File: src/rtl/uart_cmd_tx_if.sv
// rtl/uart_cmd_tx_if.sv - command handshake between the issuing logic and uart_cmd_tx
interface uart_cmd_tx_if #(
  parameter int DATA_W = 8
);
  logic [DATA_W-1:0] command;
  logic              str;
  logic              ready_command;
  logic              busy;
  logic              overflow;

  modport master (
    output command,
    output str,
    input  ready_command,
    input  busy,
    input  overflow
  );

  modport slave (
    input  command,
    input  str,
    output ready_command,
    output busy,
    output overflow
  );
endinterface

File: src/rtl/uart_cmd_tx.sv
// rtl/uart_cmd_tx.sv - queued, parametrised UART-style command transmitter
module uart_cmd_tx #(
  parameter int CLKS_PER_BIT = 434,
  parameter int DATA_W       = 8,
  parameter int FIFO_DEPTH   = 4,
  parameter int PARITY       = 0,
  parameter int STOP_BITS    = 1
) (
  input  logic         clk,
  input  logic         rst,
  uart_cmd_tx_if.slave cmd,
  output logic         tx
);
  localparam int CNT_W = (CLKS_PER_BIT > 2) ? $clog2(CLKS_PER_BIT) : 1;
  localparam int PTR_W = $clog2(FIFO_DEPTH);
  localparam int OCC_W = PTR_W + 1;
  localparam int BIT_W = $clog2(DATA_W);

  localparam logic [CNT_W-1:0] BAUD_LAST = CNT_W'(CLKS_PER_BIT - 1);
  localparam logic [BIT_W-1:0] DATA_LAST = BIT_W'(DATA_W - 1);
  localparam logic [BIT_W-1:0] STOP_LAST = BIT_W'(STOP_BITS - 1);
  localparam logic [OCC_W-1:0] DEPTH     = OCC_W'(FIFO_DEPTH);
  localparam logic             ODD_PAR   = (PARITY == 2);

  typedef enum logic [2:0] {IDLE, START, DATA, PAR, STOP} state_t;

  // command queue
  logic [DATA_W-1:0] mem [FIFO_DEPTH];
  logic [PTR_W-1:0]  wr_ptr, rd_ptr;
  logic [OCC_W-1:0]  count, count_n;
  logic              str_d, push_req, push, pop, full;
  logic [DATA_W-1:0] head;
  logic              ready_q, busy_q, overflow_q;

  // serialiser
  state_t            state, state_n;
  logic [CNT_W-1:0]  baud, baud_n;
  logic [BIT_W-1:0]  bit_idx, bit_n;
  logic [DATA_W-1:0] shreg;
  logic              par_bit;
  logic              tx_n;
  logic              baud_done;

  assign push_req = cmd.str & ~str_d;
  assign full     = (count == DEPTH);
  // a pop in the same cycle never frees room for a push that sees the queue full
  assign push     = push_req & ~full;
  assign count_n  = count + OCC_W'(push) - OCC_W'(pop);
  assign head     = mem[rd_ptr];

  assign cmd.ready_command = ready_q;
  assign cmd.busy          = busy_q;
  assign cmd.overflow      = overflow_q;

  always_ff @(posedge clk) begin
    if (push) begin
      mem[wr_ptr] <= cmd.command;
    end
  end

  always_ff @(posedge clk) begin
    if (rst) begin
      str_d      <= 1'b1;
      wr_ptr     <= '0;
      rd_ptr     <= '0;
      count      <= '0;
      ready_q    <= 1'b1;
      busy_q     <= 1'b0;
      overflow_q <= 1'b0;
    end else begin
      str_d      <= cmd.str;
      count      <= count_n;
      ready_q    <= (count_n != DEPTH);
      busy_q     <= (count_n != '0) || (state_n != IDLE);
      overflow_q <= push_req & full;
      if (push) begin
        wr_ptr <= wr_ptr + PTR_W'(1);
      end
      if (pop) begin
        rd_ptr <= rd_ptr + PTR_W'(1);
      end
    end
  end

  always_ff @(posedge clk) begin
    if (rst) begin
      state   <= IDLE;
      baud    <= '0;
      bit_idx <= '0;
      shreg   <= '0;
      par_bit <= 1'b0;
      tx      <= 1'b1;
    end else begin
      state   <= state_n;
      baud    <= baud_n;
      bit_idx <= bit_n;
      tx      <= tx_n;
      if (pop) begin
        shreg   <= head;
        par_bit <= (^head) ^ ODD_PAR;
      end
    end
  end

  assign baud_done = (baud == BAUD_LAST);

  always_comb begin
    state_n = state;
    baud_n  = baud + CNT_W'(1);
    bit_n   = bit_idx;
    pop     = 1'b0;
    unique case (state)
      IDLE: begin
        baud_n = '0;
        bit_n  = '0;
        if (count != '0) begin
          pop     = 1'b1;
          state_n = START;
        end
      end
      START: begin
        if (baud_done) begin
          baud_n  = '0;
          bit_n   = '0;
          state_n = DATA;
        end
      end
      DATA: begin
        if (baud_done) begin
          baud_n = '0;
          if (bit_idx == DATA_LAST) begin
            bit_n   = '0;
            state_n = (PARITY != 0) ? PAR : STOP;
          end else begin
            bit_n = bit_idx + BIT_W'(1);
          end
        end
      end
      PAR: begin
        if (baud_done) begin
          baud_n  = '0;
          bit_n   = '0;
          state_n = STOP;
        end
      end
      STOP: begin
        // bit_idx counts stop bits here so the baud counter keeps one period
        if (baud_done) begin
          baud_n = '0;
          if (bit_idx == STOP_LAST) begin
            bit_n   = '0;
            state_n = IDLE;
          end else begin
            bit_n = bit_idx + BIT_W'(1);
          end
        end
      end
      default: begin
        state_n = IDLE;
        baud_n  = '0;
        bit_n   = '0;
      end
    endcase
  end

  // tx is registered from the next state so the line changes exactly on the edge
  always_comb begin
    tx_n = 1'b1;
    case (state_n)
      START:   tx_n = 1'b0;
      DATA:    tx_n = shreg[bit_n];
      PAR:     tx_n = par_bit;
      default: tx_n = 1'b1;
    endcase
  end
endmodule
File: src/flat_wrapper.sv
// flat-port wrapper written by rule: the top's interface ports become plain ports
module uart_cmd_tx_flat 
#(
  parameter int CLKS_PER_BIT = 434,
  parameter int DATA_W       = 8,
  parameter int FIFO_DEPTH   = 4,
  parameter int PARITY       = 0,
  parameter int STOP_BITS    = 1
)
  (clk, rst, tx, cmd_command, cmd_str, cmd_ready_command, cmd_busy, cmd_overflow);
  uart_cmd_tx_if #(.DATA_W(DATA_W)) cmd_i ();
  input  logic clk;
  input  logic rst;
  output logic tx;
  input wire logic [$bits(cmd_i.command)-1:0] cmd_command;
  input wire logic [$bits(cmd_i.str)-1:0] cmd_str;
  output wire logic [$bits(cmd_i.ready_command)-1:0] cmd_ready_command;
  output wire logic [$bits(cmd_i.busy)-1:0] cmd_busy;
  output wire logic [$bits(cmd_i.overflow)-1:0] cmd_overflow;
  assign cmd_i.command = cmd_command;
  assign cmd_i.str = cmd_str;
  assign cmd_ready_command = cmd_i.ready_command;
  assign cmd_busy = cmd_i.busy;
  assign cmd_overflow = cmd_i.overflow;
  uart_cmd_tx #(.CLKS_PER_BIT(CLKS_PER_BIT), .DATA_W(DATA_W), .FIFO_DEPTH(FIFO_DEPTH), .PARITY(PARITY), .STOP_BITS(STOP_BITS)) u_core (.clk(clk), .rst(rst), .cmd(cmd_i), .tx(tx));
endmodule
File: config.mk
export PLATFORM = sky130hd
export DESIGN_NAME = uart_cmd_tx_flat
export DESIGN_NICKNAME = d
export VERILOG_FILES = /design/src/rtl/uart_cmd_tx_if.sv /design/src/rtl/uart_cmd_tx.sv /design/src/flat_wrapper.sv
export SDC_FILE = /design/constraint.sdc
export NUM_CORES = 1
export LEC_CHECK = 0
export BUFFER_PORTS_ARGS = -buffer_cell sky130_fd_sc_hd__buf_2
export CAP_MARGIN = 20
export CORE_AREA = 10 10 80 82
export DETAILED_ROUTE_END_ITERATION = 7
export DIE_AREA = 0 0 90 92
export PLACE_DENSITY = 0.85
export SETUP_SLACK_MARGIN = 0.4
export SLEW_MARGIN = 25
export SYNTH_ARGS = -nofsm -noshare
export SYNTH_HDL_FRONTEND = slang
export SYNTH_SLANG_ARGS = --single-unit
File: constraint.sdc
create_clock -name clk -period 5.7 [get_ports clk]
set_clock_uncertainty 0.2 [all_clocks]
set_input_delay 1.14 -clock clk [delete_from_list [all_inputs] [get_ports clk]]
set_output_delay 1.14 -clock clk [all_outputs]
set_load 0.1 [all_outputs]
==> flow_summary.rst <==
.. list-table::
   :header-rows: 1

   * - Metric
     - Value
   * - Result of the run
     - finished, final reports clean
   * - TritonCTS buffer count
     - 9
   * - VDD IR max
     - 251 µV
   * - Full die area
     - 0.00828 mm²
   * - Total overflow reported by the global router
     - 0
   * - P per Cell Area
     - 415 mW/mm²
   * - Number of pins exceeding their max-slew limit in the final report
     - 0
   * - Number of vias in the routed layout
     - ~1,800
   * - Worst slew margin
     - 0.617
   * - Seq pwr share
     - 0.457
   * - Synthesis-to-layout area growth
     - 9.14%
   * - Net load switching power
     - ~450 µW
   * - Antenna violation net count after detailed routing
     - 0
   * - Die width
     - 90 µm
   * - Net count reported at finish
     - roughly 280
   * - Synthesized netlist net count
     - 266
   * - Number of rows created at floorplan
     - 26
   * - Mean Syn Cell Area
     - about 13 µm²
   * - CTS Root Cell
     - clkbuf_8
   * - Count of final hold-check violations
     - 0
   * - Aggregate negative setup slack
     - 0 ps
   * - Placed wire-length estimate
     - 3390 µm
   * - Drt first pass iters
     - 5
   * - Most instantiated flip-flop cell in the synthesis netlist
     - dfxtp_1
   * - Worst-path cell chain
     - buf_2 -> nand2b_1 -> a21oi_1 -> ha_1 -> inv_1 -> fa_1 -> xor2_1 -> xnor2_1 -> nor2_1 -> nand2_1
   * - Detailed-route wire length per cell
     - 14.3 µm
   * - Starting density of the core
     - 0.627
   * - Die height
     - 92 µm
   * - Reg area
     - 0.00172 mm²
   * - Worst setup EP type
     - flop
   * - Async set-or-reset flop fraction in the synthesized netlist
     - 0
   * - Number of diodes added for antenna fixing
     - 0
   * - Worst Path Max Fanout
     - 7
   * - Slowest stage cell, crit path
     - a21oi_1
   * - Largest net degree at the start of global routing
     - 29
   * - Synthesized instance count
     - between 200 and 250
   * - Total core area
     - 0.00491 mm²
   * - Synth warnings
     - 0
   * - Maximum number of buffers from clock root to sink
     - 2
   * - Port Buffers
     - 14
   * - TritonCTS sink count
     - 70
   * - Combinational power share
     - 0.294
   * - # setup viols final
     - 0
   * - Placer's final routability congestion estimate
     - 0.848
   * - Share of post-route cells with drive strength above 1
     - 0.189
   * - Number of design-rule violations left by the first detailed-router iteration
     - 106
   * - Via count of the first global-routing pass
     - 1,902
   * - Clock tree from TritonCTS
     - done
   * - Final period util
     - 0.507
   * - Layout filler cell count
     - 371
   * - Worst-path clk slew
     - 70 ps
   * - Worst Tran Pin Value
     - 574 ps
   * - Data required, critical path
     - between 5000 and 6000 ps
   * - Number of storage elements in the synthesis netlist
     - 70
   * - R2R setup slack
     - 3050 ps
   * - Wirelength, routed
     - 4780 µm
   * - Pleak
     - 1.20 nW
   * - # H-tree levels
     - 3
   * - Reg2reg end
     - u_core.cmd.ready_command
   * - Global-route wire length before repair
     - 8690 µm
   * - Number of antenna violations at the first check in global routing
     - 0
   * - Worst path arrival time
     - 2920 ps
   * - Post-CTS Hold Buffers
     - 0
   * - Reg2Reg Depth
     - 11
   * - Overall fraction of global-route tracks in use
     - 0.130
   * - Post-CTS resize count
     - 0
   * - Cell area after synthesis
     - roughly 0.003 mm²
   * - Clk network pwr share
     - 0.249
   * - Critical path origin
     - cmd_str
   * - Post-Route Hold Slack
     - 278 ps
   * - Total internal power
     - 946 µW
   * - Number of distinct library cells after synthesis
     - between 40 and 50
   * - Number of enable flip-flop cells after synthesis
     - 32
   * - Setup repair after global routing missed its margin
     - no
   * - Post-route DRC
     - 0
   * - Delay contributed by the slowest stage of the critical path
     - 460 ps
   * - Number of max-cap violations
     - 0
   * - Cell class contributing the biggest share of worst-path delay
     - adder cells
   * - Reg2reg start
     - u_core.state[2]
   * - Worst path bufs/invs
     - 2
   * - Portion of the post-synthesis area used by sequential elements
     - 0.559
   * - FMAX
     - 0.346 GHz
   * - Post CTS Setup Buffer Count
     - 0
   * - Crit path launch type
     - input pin
   * - Area of combinational cells with multiple inputs
     - 0.00126 mm²
   * - Cell count along the critical path
     - 10
   * - Routed vias/inst
     - 5.34
   * - Switching share of power
     - 0.323
   * - CP Class
     - input pin to flop
   * - Critical path endpoint
     - u_core.cmd.ready_command
   * - Post-route minimum period
     - 2890 ps
   * - Worst skew pair latency
     - 330 ps
   * - Worst min-delay path class
     - flop to flop
   * - I/O pin cnt
     - 15
[state kept, by name, indices dropped and copies added (netlist names), 2 cells and up, named ones only]
register        count
u_core.state        3
u_core.wr_ptr       2
u_core.shreg        8
u_core.count        3
u_core.rd_ptr       2
u_core.bit_idx      3
u_core.mem         32
u_core.baud         9
[synth_stat cells, drive strengths merged, types with 3 or more instances]
cell type  number  area share
inv            10       0.012
clkbuf          3      0.0037
nor3            3      0.0049
and2            4      0.0081
nand2b          4      0.0081
edfxtp         32        0.31
xor2            5       0.014
nor2b           5       0.010
ha             11       0.045
mux2i          12       0.039
nand3           4      0.0065
mux4            8       0.059
dfxtp          38        0.25
nor2           34       0.041
nand2           8      0.0098
a21oi           3      0.0049
o21ai           4      0.0065
xnor2          14       0.040
buf             6       0.014
and3            3      0.0065
[power groups by stage]
stage / Sequential (mW) / Combinational (mW) / Clock [mW]
finish: 0.638 / 0.411 / 0.348
global route: 0.649 / 0.471 / 0.378
CTS: 0.638 / 0.417 / 0.360
detailed placement: 0.649 / 0.413 / 0
global placement: 0.648 / 0.398 / 0
floorplan: 0.670 / 0.324 / 0
[layout make-up]
class | count | share of cell area
Inverter | 10 | 0.0112
Sequential cell | 70 | 0.512
Tap cell | 70 | 0.0261
Multi-Input combinational cell | 154 | 0.376
Clock buffer | 13 | 0.0454
Clock inverter | 3 | 0.00558
Timing Repair Buffer | 15 | 0.0231
[how the worst min path moves through the flow]
stage	cells past startpoint	start	end	slack (ps)
global placement	1	u_core.baud[0]	u_core.baud[0]	250
global route	1	u_core.baud[0]	u_core.baud[0]	330
finish	1	u_core.baud[0]	u_core.baud[0]	280
CTS	1	u_core.baud[0]	u_core.baud[0]	270
detailed placement	1	u_core.baud[0]	u_core.baud[0]	250
floorplan	1	u_core.baud[0]	u_core.baud[0]	230
[metrics by stage]
step                       util  power, mW  cells  worst slack [ps]  area, µm²
after floorplan               -      0.994    243              2790       3080
after global placement    0.649       1.05    319              2560       3190
after detailed placement  0.649       1.06    319              2450       3190
after CTS                 0.684       1.42    335              2810       3360
after global routing      0.684       1.50    335              2610       3360
final                     0.684       1.40    335              2810       3360
[logic make-up after synthesis]
logic type	share of synthesized area
AO/OA/AOI/OAI	0.0557
XOR/XNOR	0.0540
adder cells (fa/ha/maj)	0.0512
buffers and inverters	0.0301
flip-flops	0.559
multiplexers	0.0975
AND/OR/NAND/NOR	0.152
[layout by cell type, fill, tap and decap left out, types with 2 or more instances in the layout]
cell,synthesis,final
dfxtp_1,38,38
nor2_1,34,34
edfxtp_1,32,32
xnor2_1,14,14
buf_2,2,14
mux2i_1,12,12
ha_1,11,11
inv_1,10,10
clkbuf_8,0,10
nand2_1,8,8
mux4_2,8,8
xor2_1,5,5
nor2b_1,5,5
nand2b_1,4,4
and2_1,4,4
nand3_1,4,4
o21ai_0,4,4
a21oi_1,3,3
nor3_1,3,3
or3_1,2,2
o21a_1,2,2
or2_2,2,2
a21o_1,2,2
or4_4,2,2
a2111o_1,2,2
a221oi_1,2,2
a221o_1,2,2
a31oi_1,2,2
and3_1,2,2
clkbuf_1,3,2
[layer usage]
layer,share of wire,vias up,GRT usage
met5,0,-,0
met4,0.015,0,0.0637
met3,0.036,7,0.0448
met2,0.47,32,0.211
met1,0.48,841,0.150
li1,-,908,-
(Power assumes the default switching activity.)
